--- config.mk ---
export PLATFORM = sky130hd
export DESIGN_NAME = bcd_down_counter
export DESIGN_NICKNAME = d
export VERILOG_FILES = /design/src/rtl/bcd_pkg.sv /design/src/rtl/bcd_digit_dec.sv /design/src/rtl/bcd_down_counter.sv
export SDC_FILE = /design/constraint.sdc
export NUM_CORES = 1
export LEC_CHECK = 0
export CAP_MARGIN = 25
export CORE_MARGIN = 4
export CORE_UTILIZATION = 47
export DETAILED_ROUTE_END_ITERATION = 12
export HOLD_SLACK_MARGIN = 0.08
export PLACE_DENSITY = 0.79
export SLEW_MARGIN = 5
export SYNTH_ARGS = -nofsm -noshare
export SYNTH_HDL_FRONTEND = slang
export SYNTH_SLANG_ARGS = --single-unit
--- constraint.sdc ---
create_clock -name clk_i -period 2.55 [get_ports clk_i]
set_input_delay 0.51 -clock clk_i [delete_from_list [all_inputs] [get_ports clk_i]]
set_output_delay 0.51 -clock clk_i [all_outputs]
set_load 0.01 [all_outputs]
--- src/rtl/bcd_pkg.sv ---
// bcd_pkg: shared state encodings, digit limit and digit clamp for the BCD countdown timer.
// No ports; imported by bcd_digit_dec and bcd_down_counter.
package bcd_pkg;
   localparam logic [1:0] ST_IDLE    = 2'd0;
   localparam logic [1:0] ST_RUN     = 2'd1;
   localparam logic [1:0] ST_PAUSE   = 2'd2;
   localparam logic [1:0] ST_EXPIRED = 2'd3;
   localparam logic [3:0] BCD_MAX_DIGIT = 4'd9;
   function automatic logic [3:0] clamp_digit(input logic [3:0] d);
      return (d > BCD_MAX_DIGIT) ? BCD_MAX_DIGIT : d;
   endfunction
endpackage

--- src/rtl/bcd_digit_dec.sv ---
// bcd_digit_dec: next-value logic for one BCD digit counting down, wrapping 0 -> 9.
// Ports: en (tick enable), bin (borrow in), digit (current digit),
//        nxt (digit after this cycle), bout (borrow out, digit wrapped from 0).
module bcd_digit_dec
   import bcd_pkg::*;
(
   input  logic       en,
   input  logic       bin,
   input  logic [3:0] digit,
   output logic [3:0] nxt,
   output logic       bout
);
   logic act;
   assign act  = en & bin;
   assign bout = act & (digit == 4'd0);
   assign nxt  = act ? ((digit == 4'd0) ? BCD_MAX_DIGIT : digit - 4'd1) : digit;
endmodule

--- src/rtl/bcd_down_counter.sv ---
// bcd_down_counter: two-digit BCD countdown timer with preset load, pause/resume and expiry borrow.
// Ports: clk_i, rst_ni (async active-low); load_i + load_tens_i/load_ones_i preset;
//        start_i, stop_i, decrement_i (tick strobe); count_tens_o/count_ones_o digits,
//        count_o binary value, running_o, expired_o, borrow_o (combinational expiry pulse).
module bcd_down_counter
   import bcd_pkg::*;
#(
   parameter int MAX_COUNT   = 99,
   parameter int AUTO_RELOAD = 0
) (
   input  logic       clk_i,
   input  logic       rst_ni,
   input  logic       load_i,
   input  logic [3:0] load_tens_i,
   input  logic [3:0] load_ones_i,
   input  logic       start_i,
   input  logic       stop_i,
   input  logic       decrement_i,
   output logic [3:0] count_tens_o,
   output logic [3:0] count_ones_o,
   output logic [6:0] count_o,
   output logic       running_o,
   output logic       expired_o,
   output logic       borrow_o
);
   localparam logic [6:0] MAX_V = 7'(MAX_COUNT);
   localparam logic [3:0] MAX_T = 4'(MAX_COUNT / 10);
   localparam logic [3:0] MAX_O = 4'(MAX_COUNT % 10);
   logic [1:0] state;
   logic [3:0] tens, ones, pre_tens, pre_ones;
   logic [3:0] tens_nx, ones_nx, lt, lo, ld_tens, ld_ones;
   logic [6:0] lv;
   logic       tick, ones_b, zero;
   assign lt      = clamp_digit(load_tens_i);
   assign lo      = clamp_digit(load_ones_i);
   assign lv      = {3'b0, lt} * 7'd10 + {3'b0, lo};
   assign ld_tens = (lv > MAX_V) ? MAX_T : lt;
   assign ld_ones = (lv > MAX_V) ? MAX_O : lo;
   assign zero    = (tens == 4'd0) && (ones == 4'd0);
   // tick covers the 00 case too: the tens borrow-out then is exactly the expiry borrow
   assign tick    = (state == ST_RUN) & decrement_i & ~load_i & ~stop_i;
   bcd_digit_dec u_ones (
      .en    (tick),
      .bin   (1'b1),
      .digit (ones),
      .nxt   (ones_nx),
      .bout  (ones_b)
   );
   bcd_digit_dec u_tens (
      .en    (tick),
      .bin   (ones_b),
      .digit (tens),
      .nxt   (tens_nx),
      .bout  (borrow_o)
   );
   always_ff @(posedge clk_i or negedge rst_ni) begin
      if (!rst_ni) begin
         state    <= ST_IDLE;
         tens     <= 4'd0;
         ones     <= 4'd0;
         pre_tens <= 4'd0;
         pre_ones <= 4'd0;
      end else if (load_i) begin
         state    <= ST_IDLE;
         tens     <= ld_tens;
         ones     <= ld_ones;
         pre_tens <= ld_tens;
         pre_ones <= ld_ones;
      end else begin
         case (state)
            ST_IDLE:  if (start_i && !zero) state <= ST_RUN;
            ST_RUN: begin
               if (stop_i) state <= ST_PAUSE;
               else if (borrow_o) begin
                  if (AUTO_RELOAD != 0) begin
                     tens <= pre_tens;
                     ones <= pre_ones;
                  end else state <= ST_EXPIRED;
               end else begin
                  tens <= tens_nx;
                  ones <= ones_nx;
               end
            end
            ST_PAUSE: if (start_i) state <= ST_RUN;
            default:  state <= ST_EXPIRED;
         endcase
      end
   end
   assign count_tens_o = tens;
   assign count_ones_o = ones;
   assign count_o      = {3'b0, tens} * 7'd10 + {3'b0, ones};
   assign running_o    = (state == ST_RUN);
   assign expired_o    = (state == ST_EXPIRED);
endmodule
==> results of run 1 <==
cell usage after synthesis, types with 2 or more instances:
master / number / area, um2
nor2b_1: 5 / 31.3
a21oi_1: 7 / 35.0
inv_1: 9 / 33.8
and2b_2: 2 / 17.5
dfrtp_1: 10 / 250
ha_1: 11 / 138
xnor2_1: 6 / 52.6
fa_1: 4 / 80.1
o21ai_0: 8 / 40.0
a41o_1: 4 / 40.0
a211oi_1: 3 / 22.5
nor2_1: 11 / 41.3
a31oi_1: 4 / 25.0
nand4_1: 2 / 12.5
nand2_1: 4 / 15.0
clkbuf_1: 2 / 7.51
nor4_1: 2 / 12.5
nor3_1: 3 / 15.0
timing repair:
item	in CTS	in global routing
setup buffers	6	2
pin swaps	14	10
gates resized for setup	38	15
setup endpoints to repair	14	11
hold buffers	0	0
worst reg2reg max path: stages, from the launching register on:
cell and delay (ns):
dfrtp_1 0.39, buf_4 0.15, nor2_1 0.28, nand3_2 0.18, o21a_1 0.20, o21ba_1 0.18, a41o_1 0.21
metal layers:
metal,up-vias,GRT usage (%),wire length (um)
li1,594,-,-
met1,590,20.9,1270
met2,62,44.6,1960
met3,23,1.61,212
met4,0,10.9,215
met5,-,0,0
worst paths after layout:
| path | startpoint | end | slack (ns) | cells past startpoint |
|---|---|---|---|---|
| max | count_tens_o[1]$_DFFE_PN0P_ | count_o[6] | -0.08 | 7 |
| min | rst_ni | state[1]$_DFFE_PN0P_ | 0.55 | 1 |
| max reg2reg | count_ones_o[3]$_DFFE_PN0P_ | count_tens_o[1]$_DFFE_PN0P_ | 0.84 | 6 |
| min reg2reg | state[0]$_DFFE_PN0P_ | state[0]$_DFFE_PN0P_ | 0.64 | 2 |
| max in group asynchronous | rst_ni | count_tens_o[0]$_DFFE_PN0P_ | 1.70 | 1 |
| min in group clk_i | state[0]$_DFFE_PN0P_ | state[0]$_DFFE_PN0P_ | 0.64 | 2 |
power breakdown:
part           internal [mW]  total [mW]  switching (mW)  leakage, nW
combinational          0.280       0.534           0.254        0.708
sequential             0.177       0.195          0.0183        0.121
clock                 0.0541       0.101          0.0472       0.0138
total                  0.511       0.831           0.320        0.843
flip-flops by register name, indices dropped and copies added, names as in the netlist:
name          flops
state             2
count_tens_o      4
count_ones_o      4
logic make-up after synthesis:
| kind of cell | synth area share (%) |
|---|---|
| xor gates and xnor gates | 5.47 |
| other | 0.335 |
| adders and majority gates | 19.4 |
| AOI/OAI and AO/OA | 21.7 |
| and+or+nand+nor | 25.6 |
| DFF | 22.3 |
| buffers and inverters | 4.35 |
| muxes | 0.893 |
through the flow:
| stage | cells | hold WS [ns] | area (um2) |
|---|---|---|---|
| 5_1_grt | 217 | 0.586 | 1820 |
| 3_3_place_gp | 207 | 0.604 | 1640 |
| 2_1_floorplan | 126 | 0.214 | 1120 |
| 6_report | 217 | 0.553 | 1820 |
| 3_5_place_dp | 207 | 0.639 | 1640 |
| 4_1_cts | 215 | 0.562 | 1780 |
cells in the final DEF, fill, tap and decap left out, types with 3 or more instances in the layout:
master           netlist  routed
clkbuf_2               0       3
nor3_1                 3       3
clkdlybuf4s50_1        0      19
ha_4                   0       3
o21ai_0                8       4
dlygate4sd2_1          0       4
buf_4                  1      30
o21ai_1                1       4
nor2b_1                5       3
nor2_1                11      10
a41o_1                 4       4
xnor2_1                6       4
nand2_1                4       4
a211oi_1               3       3
a31oi_1                4       3
clkbuf_4               0       3
ha_1                  11       7
dfrtp_1               10      10
a21oi_1                7       6
inv_1                  9       9
final cells by class:
cell class | count | area, um2
Inverter | 9 | 33.8
Timing Repair Buffer | 63 | 533
Tap cell | 28 | 35.0
Multi-Input combinational cell | 104 | 941
Fill cell | 155 | 418
Sequential cell | 10 | 250
Clock buffer | 3 | 22.5
==> summary by stage, run 1 <==
Clocking
The clock tree root buffer cell is clkbuf_4. The source-to-sink clock delay at the later pin of the worst-skew pair is 0.26 ns. The clock transition at the registers of the reported paths is 0.06 ns. The number of buffers on the longest clock path is 2. The tree built by TritonCTS fans out to 10 sinks. TritonCTS built the clock tree.

The H-tree depth is 1. The total CTS buffers is 3.

Synth
The number of nets in the synthesized netlist is 155. Summing every instance area after synthesis gives 0.00112 mm2. Synthesis inferred 10 register bits. In the synthesized netlist, the number of instances is 126. The most used flip-flop cell after synthesis is dfrtp_1. The sequential cell area fraction in the yosys report is 22.3%. In the synthesized netlist the async set-or-reset flop fraction comes to 100%. The mean post-synth cell area is 8.90 um2. Yosys mapped a number of flops with a built-in enable equal to 0. For this run, the number of Yosys warnings is 0.

Yosys mapped the design onto 47 distinct sky130hd cell types.

Critical path
The worst setup path is launched from a register. At the worst endpoint, the arrival time is 2.12 ns. The master of the slowest instance on the critical path is fa_1. The setup path with the least slack is of type register to output pin. Counting both buffers and inverters, the worst setup path holds a total of 1.

The worst stage delay on the critical path is 0.51 ns. The data required time of the worst path is 2.04 ns. The signal on the critical path passes through ha_1 -> ha_2 -> fa_1 -> nand2_1 -> nor2_2 -> xnor2_1 -> buf_2.

In this run the worst path has a maximum fanout of 2. The cell type group with the largest total delay on the critical path is adder cells. STA classifies the critical path endpoint as an output pin.

Routing
The post-route DRC violation count is 0. The via density per instance is 5.85. The first-pass iteration count of the detailed router is 4. Dividing the detail-routed wire length by the instance count gives 16.9 um. The first routing iteration left 10 violations. The final layout contains routed wiring with a total length of 3.66 mm.

The number of vias in the routed layout is 1269. The number of nets with antenna violations after detailed routing is 0.

Global route
Entering global routing, the biggest net connects 13 pins. In the global route stage, overall resource usage came out at 21.7%. The number of global-route vias before repair is 1261.

Global routing finished with a remaining overflow of 0. The number of antenna violations at the first check in global routing was 0. The global-route wire length before repair is 5.49 mm.

Placed design
Once detailed placement completed, the half-perimeter wirelength came to 2.70 mm. Prior to clock tree synthesis, the placed netlist has a worst setup slack of -0.722 ns. Buffers placed on the I/O ports in this run total 31. At the end of routability-driven placement, the weighted congestion stood at 0.878.

Finish
The post-route netlist has 34.9% of its cells at a drive strength greater than 1. The number of nets in the layout is 220. The number of inserted diodes is 0. The end-of-flow core utilization is 81.3%. Compared with the post-synthesis result, the final layout area differs by 61.9%.

Outcome
The checks that failed: setup timing. The run finished, with violations left.

Pwr
The largest vdd supply drop is 0.000355 V. The design draws 0.831 mW. In this run the static leakage power is 0.843 nW. The power density relative to cell area is 458 mW/mm2.

STA
Setup repair after global routing could not meet its margin everywhere. The final period demand of the worst path is 2.63 ns. Setup violations remaining at the end of the flow were counted as 1. The fmax is 381 MHz. The count of pins over their slew limit is 0. The number of endpoints with negative hold slack in the final report is 0. Once routing completed, OpenROAD measured the worst setup slack at -0.0759 ns. Of the available clock period, the critical path in the final layout requires 103%. The worst-case clock skew is 0.00233 ns. Adding up every negative setup slack in the final design gives -0.0759 ns.

Hold path
The class of the tightest hold or removal check is primary input to async pin.

Floorplanning
The initial utilization of the core area, before any placement, comes to 50.2%. The core region is 0.00223 mm2. The number of top-level design ports is 32. The floorplan die height is 56.8 um. The floorplan has 17 rows.

The die area is 0.00323 mm2. The die width is 56.8 um.

Flow run
The number of max-cap violations is 0.
No activity file was read; power rests on OpenSTA's default activity.
==> run 2: changes to the inputs <==
--- a/config.mk
+++ b/config.mk
@@ -6,10 +6,11 @@
 export NUM_CORES = 1
 export LEC_CHECK = 0
 export CAP_MARGIN = 25
-export CORE_MARGIN = 4
+export CORE_ASPECT_RATIO = 1.4
+export CORE_MARGIN = 5
 export CORE_UTILIZATION = 47
 export DETAILED_ROUTE_END_ITERATION = 12
-export HOLD_SLACK_MARGIN = 0.08
+export HOLD_SLACK_MARGIN = 0.05
 export PLACE_DENSITY = 0.79
 export SLEW_MARGIN = 5
 export SYNTH_ARGS = -nofsm -noshare
==> run 2 against run 1 <==
  * The run still ends with setup timing left
  * Flip-flop and latch count did not move
  * Sequential share of layout area rose by 0.25 points
  * Clock power barely moved
  * Count of clock-buffer cells in the layout did not move
  * Power fell by 2.0%
  * Routed wire length fell by 14%
  * Final cell count fell by 3.2%
  * Critical path depth did not move
==> summary by stage, run 2 (synthesis gave the netlist of run 1 again) <==
Outcome
The flow ran to the end, but the final reports show violations. The final reports fail on setup timing.

Routing
The number of nets with antenna violations after detailed routing is 0 (unchanged). The post-detailed-route wirelength per cell is 15.1 um (-11%). The number of vias in the routed layout is 1229 (-3.2%). The post-route DRC violation count came to 0 (unchanged). The sum of routed wire length over all layers was 3.17 mm (-14%). The first-pass iteration count of the detailed router was 4 (unchanged).

The count of routing violations after the opening detailed-route iteration came to 40 (+30). The via density per instance is 5.85 (about the same).

Placed design
The HPWL after detailed placement is 2.55 mm (-5.6%). The placement-stage worst setup slack is -0.755 ns (-0.0334 ns). The number of input and output port buffers inserted is 31 (unchanged). The routability-driven placement congestion ratio was 0.854 (-2.8%).

Clocking
The total clock sinks is 10 (unchanged). The H-tree depth is 1 (unchanged). The clock transition at the registers of the reported paths is 0.06 ns (about the same).

The clock tree from TritonCTS is built. The clock tree root buffer cell is clkbuf_4. The number of buffers on the longest clock path is 2 (unchanged). The total CTS buffers is 3 (unchanged). The source-to-sink clock delay at the later pin of the worst-skew pair is 0.26 ns (about the same).

STA
The worst hold slack across all endpoints came to 0.554 ns (+0.000317 ns). The worst-case clock skew is 0.00131 ns (-0.00102 ns). The count of pins over their slew limit came to 0 (unchanged). The final-report setup violation count is 2 (+1). The final period demand of the worst path is 2.60 ns (-0.0215 ns).

The number of endpoints with negative hold slack in the final report is 0 (unchanged). The post-route clock period utilization is 102% (-0.84 points). Setup repair after global routing could not meet its margin everywhere. The fmax is 384 MHz (+0.82%). The final critical-path setup slack is -0.0544 ns (+0.0215 ns).

Critical path
The critical setup path kind is register to output pin. The data arrival time of the worst path is 2.09 ns (-0.03 ns). The data required time of the worst path was 2.04 ns (about the same). The count of cells along the worst register-to-register path is 6 (unchanged). The capturing point of the worst reg2reg path is count_ones_o[0]$_DFFE_PN0P_. The capturing element type of the critical path is an output pin. The worst setup path endpoint is count_o[5]. Tracing the worst setup path back leads to its startpoint at count_tens_o[3]$_DFFE_PN0P_. The element type at the critical path start is a register. The worst reg-to-reg setup slack is 0.92 ns (+0.08 ns). The maximum net fanout on the critical path is 2 (unchanged). The worst flop-to-flop path startpoint is count_tens_o[1]$_DFFE_PN0P_.

Global route
The number of antenna violations at the first check in global routing was 0 (unchanged). The global-route wire length before repair was 5.12 mm (-6.8%). The total grt overflow is 0 (unchanged). The largest net degree at the start of global routing is 13 (unchanged). The global-route total usage across every layer is 19.1% (-2.6 points). The number of global-route vias before repair came to 1274 (+1.0%).

Pwr
The power density relative to cell area is 457 mW/mm2 (-0.25%). The static leakage power was 0.831 nW (-1.4%). The largest vdd supply drop came to 0.000340 V (-4.4%).

Hold path
The class of the tightest hold or removal check is primary input to async pin.

Floorplanning
The die width is 51.3 um (-9.8%). The floorplan die height is 67.8 um (+19%). The die area was 0.00348 mm2 (+7.6%). The core footprint is 0.00234 mm2 (+4.7%). The number of top-level design ports is 32 (unchanged). The site row count came to 21 (+4). The initial core utilization is 47.9% (-2.3 points).

Finish
The number of nets in the layout came to 218 (-0.91%). The number of inserted diodes is 0 (unchanged). Relative to the synthesized area, the layout overhead comes to 59.0%. In the layout the commonest cells are 27 x buf_4, 19 x clkdlybuf4s50_1, 11 x nor2_1, 10 x dfrtp_1, 9 x inv_1. The proportion of layout cells with a drive suffix above 1 is 33.7% (-1.2 points). The end-of-flow core utilization came to 76.2% (-5.0 points). The library cell used most frequently in the layout, excluding fill and tap cells, is buf_4.

Flow run
The number of max-cap violations is 0 (unchanged).
[run 2: how the worst min path moves through the flow]
stage / start / to / slack, ns / cells after the start
6_report: rst_ni / state[0]$_DFFE_PN0P_ / 0.55 / 1
5_1_grt: rst_ni / count_tens_o[0]$_DFFE_PN0P_ / 0.58 / 1
4_1_cts: rst_ni / count_ones_o[3]$_DFFE_PN0P_ / 0.57 / 1
3_5_place_dp: state[0]$_DFFE_PN0P_ / state[0]$_DFFE_PN0P_ / 0.62 / 2
3_3_place_gp: state[0]$_DFFE_PN0P_ / state[0]$_DFFE_PN0P_ / 0.60 / 2
2_1_floorplan: rst_ni / count_ones_o[0]$_DFFE_PN0P_ / 0.21 / 0
[run 2: final cells by class]
type	instances	area [um2]
clock buffers	3	22.5
repair buffers	61	523
multi-input cells	104	925
flip-flops and latches	10	250
well taps	23	28.8
fillers	168	556
inverters	9	33.8
[run 2: critical path: stages (launching register included)]
cell	delay, ns
dfrtp_1	0.38
ha_1	0.31
ha_2	0.19
fa_1	0.45
buf_4	0.15
buf_6	0.11
xnor2_2	0.11
buf_2	0.15
[run 2: metal layers]
metal	track usage, %	part of all wire, %	vias to the layer above
met5	0	0	-
met4	13.4	4.5	0
li1	-	-	594
met1	17.8	35	579
met2	38.2	55	46
met3	1.55	5.0	10
[run 2: metrics by stage]
step / total power [mW] / TNS, ns / instance area (um2) / instances
6_report: 0.814 / -0.0723 / 1780 / 210
4_1_cts: 0.785 / -0.0708 / 1740 / 208
3_5_place_dp: 0.690 / -6.34 / 1630 / 201
2_1_floorplan: 0.444 / 0 / 1120 / 126
3_3_place_gp: 0.670 / -4.83 / 1630 / 201
5_1_grt: 0.873 / -0.343 / 1780 / 210
[run 2: power breakdown]
| group | leakage, nW | total (mW) | switching, mW | internal (mW) |
|---|---|---|---|---|
| Sequential | 0.121 | 0.196 | 0.0189 | 0.177 |
| Clock | 0.0138 | 0.101 | 0.0468 | 0.0541 |
| Combinational | 0.696 | 0.517 | 0.241 | 0.277 |
[run 2: what timing repair did]
action                                  4_1_cts  5_1_grt
buffers inserted                              4        2
gates cloned                                  0        0
hold buffers                                  0        0
resized for setup                            37       15
endpoints found under the hold margin         0        0
endpoints found under the setup margin       14       11
pin swaps                                     8       12
